## src/rtl/instr_encoder.sv

```systemverilog
// Assembles 32-bit MIPS instruction words from field requests and writes them
// into instruction memory at consecutive word addresses starting at BASE_ADDR.
module instr_encoder #(
  parameter int          DEPTH     = 128,
  parameter logic [31:0] BASE_ADDR = 32'h0
) (
  input  logic        clk,
  input  logic        reset,
  input  logic        clear,
  input  logic        in_valid,
  output logic        in_ready,
  input  logic [4:0]  op_sel,
  input  logic [4:0]  rs,
  input  logic [4:0]  rt,
  input  logic [4:0]  rd,
  input  logic [4:0]  shamt,
  input  logic [5:0]  funct,
  input  logic [15:0] imm,
  input  logic [25:0] target,
  output logic        mem_wr_en,
  output logic [31:0] mem_addr,
  output logic [31:0] mem_wr_data,
  input  logic        mem_ready,
  output logic [7:0]  word_count,
  output logic        full,
  output logic        error,
  output logic        dbg_state
);

  typedef enum logic {IDLE = 1'b0, PEND = 1'b1} state_t;

  localparam logic [7:0] DEPTH_W = 8'(DEPTH);

  state_t      state;
  logic [5:0]  opcode;
  logic        op_valid;
  logic [4:0]  rs_f;
  logic [4:0]  rt_f;
  logic [31:0] word;
  logic        accept;
  logic [7:0]  next_count;

  assign dbg_state = state;

  // Handshakes: a request transfers on a rising edge where in_valid && in_ready
  // (and clear is low); a memory write transfers where mem_wr_en && mem_ready.
  // The producer holds its payload stable while valid is high and ready is low.
  assign in_ready   = !full && (state == IDLE || mem_ready);
  assign accept     = in_valid && in_ready && !clear;
  assign next_count = word_count + 8'd1;

  always_comb begin
    opcode   = 6'b000000;
    op_valid = 1'b1;
    rs_f     = rs;
    rt_f     = rt;
    case (op_sel)
      5'd0:  opcode = 6'b000000;
      5'd1:  opcode = 6'b011100;
      5'd2:  opcode = 6'b011111;
      5'd3:  opcode = 6'b001000;
      5'd4:  opcode = 6'b001001;
      5'd5:  opcode = 6'b001100;
      5'd6:  opcode = 6'b001101;
      5'd7:  opcode = 6'b001110;
      5'd8:  opcode = 6'b001010;
      5'd9:  opcode = 6'b001011;
      5'd10: begin opcode = 6'b001111; rs_f = 5'd0; end
      5'd11: opcode = 6'b000100;
      5'd12: opcode = 6'b000101;
      5'd13: begin opcode = 6'b000111; rt_f = 5'd0; end
      5'd14: opcode = 6'b000001;
      5'd15: begin opcode = 6'b000110; rt_f = 5'd0; end
      5'd16: opcode = 6'b000010;
      5'd17: opcode = 6'b000011;
      5'd18: opcode = 6'b100011;
      5'd19: opcode = 6'b100000;
      5'd20: opcode = 6'b100001;
      5'd21: opcode = 6'b101011;
      5'd22: opcode = 6'b101000;
      5'd23: opcode = 6'b101001;
      default: op_valid = 1'b0;
    endcase
  end

  always_comb begin
    word = {opcode, rs_f, rt_f, imm};
    if (op_sel <= 5'd2)
      word = {opcode, rs, rt, rd, shamt, funct};
    else if (op_sel == 5'd16 || op_sel == 5'd17)
      word = {opcode, target};
  end

  always_ff @(posedge clk) begin
    if (reset || clear) begin
      state       <= IDLE;
      mem_wr_en   <= 1'b0;
      mem_addr    <= 32'h0;
      mem_wr_data <= 32'h0;
      word_count  <= 8'd0;
      full        <= 1'b0;
      error       <= 1'b0;
    end else begin
      if (accept && op_valid) begin
        state       <= PEND;
        mem_wr_en   <= 1'b1;
        mem_addr    <= BASE_ADDR + {22'b0, word_count, 2'b00};
        mem_wr_data <= word;
        word_count  <= next_count;
        full        <= (next_count == DEPTH_W);
      end else if (state == PEND && mem_ready) begin
        state     <= IDLE;
        mem_wr_en <= 1'b0;
      end
      // An invalid select is consumed without a write but leaves a sticky flag.
      if (accept && !op_valid)
        error <= 1'b1;
    end
  end

endmodule

```

## config.mk

```make
export PLATFORM = sky130hd
export DESIGN_NAME = instr_encoder
export DESIGN_NICKNAME = d
export VERILOG_FILES = /design/src/rtl/instr_encoder.sv
export SDC_FILE = /design/constraint.sdc
export NUM_CORES = 1
export LEC_CHECK = 0
export ABC_AREA = 1
export CAP_MARGIN = 10
export CORE_MARGIN = 1
export CORE_UTILIZATION = 50
export CTS_CLUSTER_DIAMETER = 40
export DETAILED_ROUTE_END_ITERATION = 8
export DONT_BUFFER_PORTS = 1
export GPL_TIMING_DRIVEN = 0
export PLACE_DENSITY = 0.76
export SLEW_MARGIN = 20
export SYNTH_ARGS = -nofsm -noshare
export SYNTH_HDL_FRONTEND = slang
export SYNTH_SLANG_ARGS = --single-unit
```

## constraint.sdc

```tcl
create_clock -name clk -period 1.75 [get_ports clk]
set_input_delay 0 -clock clk [delete_from_list [all_inputs] [get_ports clk]]
set_output_delay 0 -clock clk [all_outputs]
set_load 0.005 [all_outputs]
```

# Word level (Yosys, flattened, before mapping)
# Cells that the tools add are included.
[word_totals]
input_bits = 78
regBits = 51
[classes]
n_addsub = 1
reduce_logical = 16
n_bitwise = 1
n_mux = 8
magnitude_cmp = 1
eq_ne = 24
[op_table]
columns = ["op", "n"]
rows = [
  ["one-hot mux 6 bit (23 select lines)", 1],
  ["2-to-1 mux 26 bit", 2],
  ["equality test 5 x 4 -> 1 bit, second input constant", 8],
  ["equality test 5 bit, second input constant", 8],
  ["OR reduction 24 bit", 1],
  ["equality test 5 x 3 -> 1 bit, second input constant", 4],
  ["equality test 5 x 2 -> 1 bit, second input constant", 2],
  ["2-to-1 mux 5 bit", 2],
  ["adder 8 x 1 -> 8 bit, second input constant", 1],
  ["equality test 8 bit, second input constant", 1],
  ["logical AND 1 bit", 6],
  ["equality test 5 x 1 -> 1 bit, second input constant", 1],
  ["<= comparator 5 x 2 -> 1 bit, second input constant", 1],
  ["logical NOT 5 bit", 1],
  ["logical NOT 1 bit", 3],
  ["logical OR 1 bit", 3],
  ["2-to-1 mux 1 bit", 3],
  ["nonzero test 2 bit", 1],
  ["OR reduction 2 bit", 1],
  ["inverter 1 bit", 1],
]

# Depth between registers and ports, before layout
[depth]
depth_word = 7
mapped_depth = 10

# Worst setup path before layout
# Ideal clock, no wire load.
[synth_timing]
kind = "reg2reg"
from = "register word_count[1]"
to = "register full"
arrival_time_ns = 1.217
path_stages_with_launch = 10
path_buffers = 0
period_less_slack_ns = 1.281
slack_ns = 0.469
cell_sequence = "dfxtp_1 ha_1 nand2_1 o21ai_0 nand2_1 nor2_1 nand3_1 nand2_1 inv_1 nor2_1"
[synth_via]
elab_chain_cells = 2
[synth_lines]
columns = ["item", "line_no", "text"]
rows = [
  ["from (decl)", "24", "output logic [7:0] word_count,"],
  ["from (signal assigned)", "109", "word_count <= next_count;"],
  ["adder 8 x 1 -> 8 bit", "50", "assign next_count = word_count + 8'd1;"],
  ["equality test 8 bit", "110", "full <= (next_count == DEPTH_W);"],
  ["to (signal assigned)", "110", ""],
  ["to (decl)", "25", "output logic full,"],
]
# No other way between the ends.
# A chain may end at the register's enable or synchronous reset.

# Worst setup path after layout
[layout_timing]
from = "input op_sel[3]"
to = "register mem_wr_data[19]"
[layout_via]
elab_chain_cells = 5
elab_cells_between_ends = 33
[layout_lines]
columns = ["item", "line_no", "text"]
rows = [
  ["from (decl)", "12", "input logic [4:0] op_sel,"],
  ["equality test 5 x 4 -> 1 bit", "57", "case (op_sel)"],
  ["OR reduction 2 bit (no source line)", "--", ""],
  ["2-to-1 mux 5 bit", "57", ""],
  ["2-to-1 mux 26 bit", "90", "else if (op_sel == 5'd16 || op_sel == 5'd17)"],
  ["2-to-1 mux 26 bit", "88", "if (op_sel <= 5'd2)"],
  ["to (signal assigned)", "108", "mem_wr_data <= word;"],
  ["to (decl)", "22", "output logic [31:0] mem_wr_data,"],
]
# Parallel ways exist; a longest one is shown, timed or not.

==> impl_metrics.py <==
metrics = {
    "status": {
        "status": "completed",
    },
    "global_route": {
        "grt.met1_usage_pct": 34.6,
        "grt_antenna_before_repair": 0,
        "grt_usage_pct": 31.4,
        "use_met3_pct": 9.55,
        "grt_max_degree": 16,
        "gr-total-overflow": 0,
        "grt_pass1_vias": 3229,
        "busiest_layer": "met2",
        "grt_pass1_wl_mm": 15.5,
        "grtUsageMet2_pct": 55.8,
    },
    "cts": {
        "cts_buffers": 5,
        "cts.clk_slew.worst_paths_ns": 0.10,
        "cts_tree": "built",
        "cts-root-buf": "clkbuf_8",
        "postCtsSetupBuffers": 0,
        "clk_path_buf_depth": 2,
        "worstSkewPairLatency_ns": 0.31,
        "cts.sinks": 51,
        "htree_levels": 2,
    },
    "synth": {
        "synth_top_area_share_pct": 33.3,
        "syn_inst": 411,
        "synth.distinct_cells": 36,
        "synth_warnings": 0,
        "ys.flop_type": "dfxtp_1",
        "synthMostInstantiatedCell": "dfxtp_1",
        "async_flop_share_pct": 0,
        "ys_seq_elements": 51,
        "synth_edf_count": 0,
        "synth-seq-area-share_pct": 33.3,
        "syn_avg_cell_area_um2": 7.47,
        "synthTopCellsByCount": "51 x dfxtp_1, 50 x nand2_1, 49 x inv_1",
        "synthTopCellsByArea": "dfxtp_1 33%, buf_4 6.8%, nand2_1 6.1%",
        "yosys.area.top_type": "dfxtp_1",
        "synth_area_mm2": 0.00307,
    },
    "timing": {
        "period_needed_ns": 1.67,
        "post-route-period-util_pct": 95.5,
        "rsz0062_at_grt": "false",
        "slew_headroom_pct": 60.4,
        "fin_setup_tns_ns": 0,
        "finClkSkew_ns": 0.0116,
        "setup_viol": 0,
        "tightestPinTransition_ns": 0.593,
        "hold_viol_final": 0,
        "holdWs_ns": 0.0208,
        "max_freq_mhz": 598,
        "maxSlewViolCount": 0,
    },
    "floorplanning": {
        "die_area_mm2": 0.00646,
        "die_y_um": 80.3,
        "initial_core_util_pct": 51.8,
        "ios": 155,
        "rows": 28,
        "core_area_mm2": 0.00592,
        "chipWidth_um": 80.3,
    },
    "detailed_routing": {
        "postRouteAntennaNets": 0,
        "drc": 0,
        "vias": 3321,
        "drt_iter0_drc": 235,
        "wirelength_mm": 10.0,
        "viasPerCell": 5.59,
        "dr.pass1.iters": 5,
        "wire_per_inst_um": 16.9,
    },
    "layout": {
        "post_route_cells_drive_above_1_share_pct": 19.1,
        "fill_cells": 451,
        "final_util_pct": 69.4,
        "diodes": 0,
        "area_growth_pct": 33.9,
        "layout.nets": 597,
    },
    "setup_path": {
        "endpoint_kind": "flip-flop",
        "reg2reg_from": "word_count[1]$_SDFFE_PP0P_",
        "cp.arrival_ns": 1.92,
        "worstPathMaxFanout": 10,
        "critPathLaunch": "op_sel[3]",
        "crit_type": "in -> reg",
        "crit_required_ns": 1.99,
        "r2r_slack_ns": 0.21,
        "reg2reg_depth": 9,
        "worstReg2RegEnd": "full$_SDFFE_PP0P_",
        "cp-start-kind": "primary input",
    },
    "place": {
        "portBuffers": 0,
        "dp_hpwl_mm": 6.02,
        "place.gp.congestion": 0.860,
    },
    "pwr": {
        "peakVddDrop_mv": 0.438,
        "powerDensity_mw_per_mm2": 606,
        "power.leakage_nw": 1.85,
        "finalPower_mw": 2.49,
    },
    "min_path": {
        "hold_depth": 3,
        "hold_start": "op_sel[4]",
        "whs_endpoint": "mem_wr_data[31]$_SDFFE_PP0P_",
        "hp-class": "in -> reg",
    },
    "flow_run": {
        "max_cap_viol_count": 0,
    },
}
## how the worst max path moves through the flow
| stage | end | slack (ns) | cells after the start |
|---|---|---|---|
| 6_report | mem_wr_data[19]$_SDFFE_PP0P_ | 0.08 | 5 |
| 5_1_grt | full$_SDFFE_PP0P_ | 0.006 | 9 |
| 4_1_cts | mem_wr_data[16]$_SDFFE_PP0P_ | 0.20 | 5 |
| 3_5_place_dp | mem_addr[3]$_SDFFE_PP0P_ | 0.22 | 7 |
| 3_3_place_gp | mem_addr[4]$_SDFFE_PP0P_ | 0.26 | 7 |
| 2_1_floorplan | full$_SDFFE_PP0P_ | 0.47 | 9 |
## layout make-up
cell class / instances / area [um2] / share of cell area (%)
plain buffers: 49 / 373 / 9.07
inverters: 54 / 215 / 5.24
clock buffers: 6 / 72.6 / 1.77
clock inverters: 2 / 12.5 / 0.304
repair buffers: 77 / 771 / 18.8
flip-flops and latches: 51 / 1020 / 24.8
multi-input cells: 280 / 1550 / 37.7
well taps: 75 / 93.8 / 2.28
## registers in the layout, summed over array words and instances, names as in the netlist
name         count
dbg_state        1
full             1
word_count       8
mem_wr_data     32
error            1
mem_addr         8
## logic make-up (layout without fill, tap and decap cells)
group                    Yosys count  count (layout)  synth area share, %
other                              1              24                0.122
adder cells (fa/ha/maj)            1               1                0.408
AO/OA/AOI/OAI                    128             128                 27.2
buffers and inverters            103             188                 19.2
flip-flops                        51              51                 33.3
AND/OR/NAND/NOR                  127             127                 19.9
## metrics by stage
| step | cells | area, um2 | setup slack [ns] |
|---|---|---|---|
| 6_report | 594 | 4110 | 0.0785 |
| 3_3_place_gp | 509 | 3250 | 0.258 |
| 4_1_cts | 594 | 4110 | 0.198 |
| 2_1_floorplan | 434 | 3160 | 0.469 |
| 5_1_grt | 594 | 4110 | 0.00553 |
| 3_5_place_dp | 509 | 3250 | 0.218 |
## cell usage in the layout (no fill, tap or decap), types with 2 or more instances in the layout
master	n
dlygate4sd3_1	77
dfxtp_1	51
inv_1	49
nand2_1	49
o21ai_1	34
nor2_1	32
a21oi_1	29
buf_4	28
conb_1	24
a21oi_2	20
nand3_1	18
o21ai_0	17
nand4_1	13
o211ai_2	10
a31oi_1	8
o211ai_1	8
buf_6	7
buf_2	5
clkbuf_1	5
clkbuf_8	5
nand2_2	3
nor2_4	2
clkinv_4	2
nand3_4	2
inv_2	2
buf_8	2
nor3_2	2
clkbuf_2	2
## critical path, stage by stage
cell and delay, ns:
dlygate4sd3_1 0.63, nor2_4 0.33, nand4_1 0.17, dlygate4sd3_1 0.62, a31oi_1 0.17
## power breakdown
part | total [mW] | internal [mW] | leakage, nW | switching (mW)
clock | 0.704 | 0.281 | 0.0412 | 0.423
combinational | 0.559 | 0.266 | 1.39 | 0.293
sequential | 1.23 | 1.19 | 0.414 | 0.0329
total | 2.49 | 1.74 | 1.85 | 0.749
## repair_timing
| item | 4_1_cts | 5_1_grt |
|---|---|---|
| gates resized for setup | 0 | 2 |
| hold buffers | 77 | 0 |
| endpoints found under the hold margin | 30 | 0 |
| setup endpoints to repair | 0 | 12 |
## routing by layer
metal  up-vias  wire length (um)  part of all wire [%]
met1      1500              3700                    37
met2       237              5030                    50
met5         -                 0                     0
li1       1547                 -                     -
met3        37              1030                    10
met4         0               279                   2.8
Power figures use the tool's default switching activity.
